### config.mk
export PLATFORM = sky130hd
export DESIGN_NAME = zigzag_buf
export DESIGN_NICKNAME = d
export VERILOG_FILES = /design/src/rtl/zigzag_buf.sv
export SDC_FILE = /design/constraint.sdc
export NUM_CORES = 2
export LEC_CHECK = 0
export BUFFER_PORTS_ARGS = -buffer_cell sky130_fd_sc_hd__buf_2
export CORE_ASPECT_RATIO = 2
export CORE_MARGIN = 4
export CORE_UTILIZATION = 55
export CTS_CLUSTER_DIAMETER = 120
export DETAILED_ROUTE_END_ITERATION = 8
export PLACE_DENSITY = 0.71
export SYNTH_ARGS = -nofsm -noshare
export SYNTH_HDL_FRONTEND = slang
export SYNTH_SLANG_ARGS = --single-unit
### constraint.sdc
create_clock -name clk -period 5.1 [get_ports clk]
set_input_delay 0.51 -clock clk [delete_from_list [all_inputs] [get_ports clk]]
set_output_delay 0.51 -clock clk [all_outputs]
set_load 0.02 [all_outputs]
### src/rtl/zigzag_buf.sv
// Ping-pong 64-coefficient buffer: raster-order writes, JPEG zigzag-order registered reads.
// First output one edge after a bank fills; in_ready drops only while both banks are full.
module zigzag_buf (
  input  logic        clk,
  input  logic        rst,
  input  logic [31:0] in,
  input  logic        in_valid,
  output logic        in_ready,
  output logic [31:0] O,
  output logic        out_valid,
  input  logic        out_ready,
  output logic [5:0]  out_index,
  output logic        out_last
);

  localparam logic [5:0] ZZ [64] = '{
    6'd0,  6'd1,  6'd8,  6'd16, 6'd9,  6'd2,  6'd3,  6'd10,
    6'd17, 6'd24, 6'd32, 6'd25, 6'd18, 6'd11, 6'd4,  6'd5,
    6'd12, 6'd19, 6'd26, 6'd33, 6'd40, 6'd48, 6'd41, 6'd34,
    6'd27, 6'd20, 6'd13, 6'd6,  6'd7,  6'd14, 6'd21, 6'd28,
    6'd35, 6'd42, 6'd49, 6'd56, 6'd57, 6'd50, 6'd43, 6'd36,
    6'd29, 6'd22, 6'd15, 6'd23, 6'd30, 6'd37, 6'd44, 6'd51,
    6'd58, 6'd59, 6'd52, 6'd45, 6'd38, 6'd31, 6'd39, 6'd46,
    6'd53, 6'd60, 6'd61, 6'd54, 6'd47, 6'd55, 6'd62, 6'd63
  };

  logic [31:0] bank [128];
  logic        wb;
  logic        rb;
  logic [5:0]  wcnt;
  logic [5:0]  rcnt;
  logic [1:0]  full;
  logic        wr_fire;
  logic        rd_adv;

  assign in_ready = !full[wb];
  assign wr_fire  = in_valid && in_ready;
  assign rd_adv   = !out_valid || out_ready;

  // Storage is deliberately not reset; the full flags decide what is live.
  always_ff @(posedge clk) begin
    if (wr_fire) begin
      bank[{wb, wcnt}] <= in;
    end
  end

  // Writer only touches a non-full bank and reader only a full one, so the
  // set and clear of full never target the same bit in one edge.
  always_ff @(posedge clk or posedge rst) begin
    if (rst) begin
      wb        <= 1'b0;
      rb        <= 1'b0;
      wcnt      <= 6'd0;
      rcnt      <= 6'd0;
      full      <= 2'b00;
      O         <= 32'd0;
      out_index <= 6'd0;
      out_last  <= 1'b0;
      out_valid <= 1'b0;
    end else begin
      if (wr_fire) begin
        wcnt <= wcnt + 6'd1;
        if (wcnt == 6'd63) begin
          full[wb] <= 1'b1;
          wb       <= ~wb;
        end
      end
      if (rd_adv) begin
        if (full[rb]) begin
          O         <= bank[{rb, ZZ[rcnt]}];
          out_index <= rcnt;
          out_last  <= (rcnt == 6'd63);
          out_valid <= 1'b1;
          rcnt      <= rcnt + 6'd1;
          if (rcnt == 6'd63) begin
            full[rb] <= 1'b0;
            rb       <= ~rb;
          end
        end else begin
          out_valid <= 1'b0;
        end
      end
    end
  end

endmodule

==> key figures <==
Place
  • Port bufs: 76
  • GPL Wtd Cong: 1.001
  • Hpwl dp: 373.5 mm
  • Placed insts: around 15k
  • Placement Cell Area: about 0.17 mm2

STA
  • Tcrit/Tclk final: 1.004
  • Rel. slew slack: -0.05203
  • Final Slew Violations: 2
  • Clock skew: approximately 0.098 ns
  • Post-route setup slack: -0.02046 ns
  • Final setup fails: 3
  • Fmax: between 0.15 and 0.2 GHz
  • Slew @ Worst Pin: roughly 1.6 ns
  • Post-layout min period: roughly 5.1 ns
  • WHS: about 0.051 ns
  • Final Hold Fails: 0

Detailed routing
  • # DRC: 0
  • Wire per inst: roughly 37 um
  • Final WL: a little under 600 mm
  • Post-route ant nets: 0
  • Pre-Repair DR Iteration Count: 8
  • Drt first-iter violations: roughly 18k
  • Via Count: around 110k
  • Vias per inst: ~7

Yosys
  • Top post-synthesis cells by area: edfxtp_1, nand2_1, nand3_1
  • Netlist Area Pre-Place: 0.1640 mm2
  • Synth cell types: between 70 and 80
  • Area leader, netlist: edfxtp_1
  • Top post-synthesis cells by count: edfxtp_1, nand2_1, nand3_1, mux2i_1, clkbuf_1
  • Syn nets: ~11k
  • Share of the yosys chip area belonging to registers: 0.7587
  • EDFF count, synth: ~4.1k
  • Post-synthesis sequential element count: 4152
  • Avg Inst Size Synth: approximately 15 um2
  • Yosys top cell area share: 0.7502
  • Top-count cell post-synth: edfxtp_1
  • Syn Inst Count: ~11k
  • Synth Warn #: 0
  • Prevailing post-synth register cell: edfxtp_1
  • Ys async rst share: 0.01349

Setup path
  • Reg2reg setup slack: -0.02 ns
  • Worst EP arrival: ~5.9 ns
  • Crit path buf inv count: 6
  • CP max stage cell: o311ai_0
  • Crit path max fanout: 28
  • CP endpoint kind: flop
  • Delay-heaviest family, CP: compound AO/OA/AOI/OAI gates
  • Cell Chain, Critical Path: buf_4 > ha_1 > nor2b_1 > a2111oi_2 > nor3_4 > buf_4 > nand3_4 > buf_12 > buf_12 > buf_12 > nand2_1 > a311oi_1 > a31oi_1 > o311ai_0 > o31ai_1 > buf_4 > a2111oi_0
  • Crit Path Category: reg -> reg
  • Worst r2r path cells: 17
  • Critical path required time: around 6 ns
  • Critical path launch point type: flop
  • Reg-to-reg critical path startpoint: rcnt[0]$_DFFE_PP0P_
  • R2r endpoint: O[25]$_DFFE_PP0P_
  • CP max stage delay: 1.04 ns
  • Worst setup path startpoint: rcnt[0]$_DFFE_PP0P_
  • Critical Path End: O[25]$_DFFE_PP0P_
  • Crit. path cell count: 17

Final layout
  • Final Non-Filler Cells: between 15k and 20k
  • Nets: 11.75k
  • Layout cells sized above 1: 0.1515
  • Post-route cell area: approximately 0.19 mm2
  • Synthesis-to-layout area growth: 13.60%
  • Fillers: ~21k

Worst hold path
  • Hold depth: 1
  • Worst hold path type: in -> reg

Power
  • Worst vdd ir: about 0.48 mV
  • Total design power: 106.3 mW
  • Pwr/cell area: roughly 570 mW/mm2
  • Leakage power figure: approximately 63 nW

Clock network
  • CTS root buffer: clkbuf_16
  • Maximum buffer depth of the clock tree: 4
  • Clock Latency Late Sink: 0.98 ns
  • Num Clock Sinks: 4152
  • Reg clk slew, reported paths: 0.07 ns
  • Num CTS Buffers: 341
  • CTS tree: built
  • CTS H-Tree Depth: 5

Floorplanning
  • Die ar.: just over 0.3 mm2
  • Initial Util: 0.5526
  • Die Span Y: 780.2 um
  • I/O pin cnt: 77
  • Num rows: around 280
  • Die X-Extent: 394.1 um
  • Core area: approximately 0.30 mm2

Global routing
  • Global-route wire length before repair: 813.3 mm
  • Grt total ovfl: 0
  • Largest net degree at the start of global routing: roughly 130
  • Initial antenna violation count: between 50 and 60
  • All-layer global routing usage: 0.3779
  • Vias in the first global route: around 110k

Run
  • # Max-Cap Violations: 1

Run status
  • Failing checks: capacitance limit, slew limit, setup timing
  • Outcome: complete, but fails checks
[metrics by stage]
step	util	TNS, ns	setup WS, ns
after floorplan	-	0	1.100
after global placement	0.5889	-21.54	-2.452
after detailed placement	0.5890	-2.712	-0.5900
after CTS	0.6266	0	0.001660
after global routing	0.6275	-0.1659	-0.1659
final	0.6277	-0.05255	-0.02046
[what timing repair did]
item | 4_1_cts | 5_1_grt
pin swaps | 1 | 2
resized for setup | 22 | 14
setup endpoints to repair | 12 | 19
buffers inserted | 0 | 13
hold buffers | 4 | 0
hold endpoints to repair | 62 | 0
[flip-flops by register name (all words and copies together) (netlist names)]
name / count
out_last: 1
wb: 1
wcnt: 6
full: 2
out_index: 6
rcnt: 6
rb: 1
bank: 4096
O: 32
out_valid: 1
[cells in the final DEF, fill, tap and decap left out, types with 40 or more instances in the layout]
cell type,synthesis,final
diode_2,0,44
a32oi_1,62,62
clkinv_1,0,77
clkbuf_16,0,347
nand2_1,2645,2639
mux4_2,176,176
o22ai_1,48,48
nor3_1,49,42
buf_12,0,116
buf_2,264,44
clkbuf_1,297,57
a22oi_1,42,41
o21ai_0,80,75
nand4_1,40,40
clkinv_2,0,56
mux2i_1,450,450
nor2_4,0,133
inv_1,126,125
a21oi_1,272,269
a211oi_1,160,157
edfxtp_1,4096,4096
dfrtp_1,56,56
buf_4,80,788
nor2_1,190,53
a311oi_1,186,185
nand3_1,1031,1026
a31oi_1,274,272
[final cells by class]
class / instances / area [um2] / share of cell area
Tap cell: 3847 / 4813 / 0.02584
Timing Repair Buffer: 953 / 8509 / 0.04569
Sequential cell: 4152 / 124400 / 0.6679
Inverter: 127 / 478.0 / 0.002566
Antenna cell: 44 / 110.1 / 0.0005912
Clock buffer: 409 / 8966 / 0.04814
Clock inverter: 205 / 2039 / 0.01095
Multi-Input combinational cell: 6118 / 36940 / 0.1983
[cells by family after synthesis]
| group | count (synthesis) | synth area share |
|---|---|---|
| multiplexers | 630 | 0.05192 |
| XOR/XNOR | 13 | 0.0006944 |
| buffers and inverters | 856 | 0.02468 |
| flip-flops | 4152 | 0.7587 |
| adder cells (fa/ha/maj) | 16 | 0.001221 |
| AO/OA/AOI/OAI | 1336 | 0.05671 |
| AND/OR/NAND/NOR | 4123 | 0.1061 |
[power breakdown]
group	leakage, nW	internal [mW]	total, mW	switching (mW)
sequential	37.6	38.2	38.5	0.369
clock	5.36	14.4	26.8	12.4
combinational	20.1	12.2	41.0	28.8
total	63.0	64.8	106	41.5
[routing by layer]
metal,track usage,vias up,routed length (um),share of wire
li1,-,43341,-,-
met3,0.09145,2429,72900,0.12
met5,0,-,213,0.00036
met1,0.4282,53989,176000,0.30
met4,0.3487,28,69720,0.12
met2,0.5913,8827,271600,0.46
[how the worst min path moves through the flow]
| stage | startpoint | to |
|---|---|---|
| final | in[6] | bank[95][6]$_DFFE_PP_ |
| after global routing | in[6] | bank[94][6]$_DFFE_PP_ |
| after CTS | in[19] | bank[38][19]$_DFFE_PP_ |
| after detailed placement | O[22]$_DFFE_PP0P_ | O[22]$_DFFE_PP0P_ |
| after global placement | out_index[2]$_DFFE_PP0P_ | out_index[2]$_DFFE_PP0P_ |
| after floorplan | wcnt[4]$_DFFE_PP0P_ | wcnt[4]$_DFFE_PP0P_ |
(Power assumes the default switching activity.)
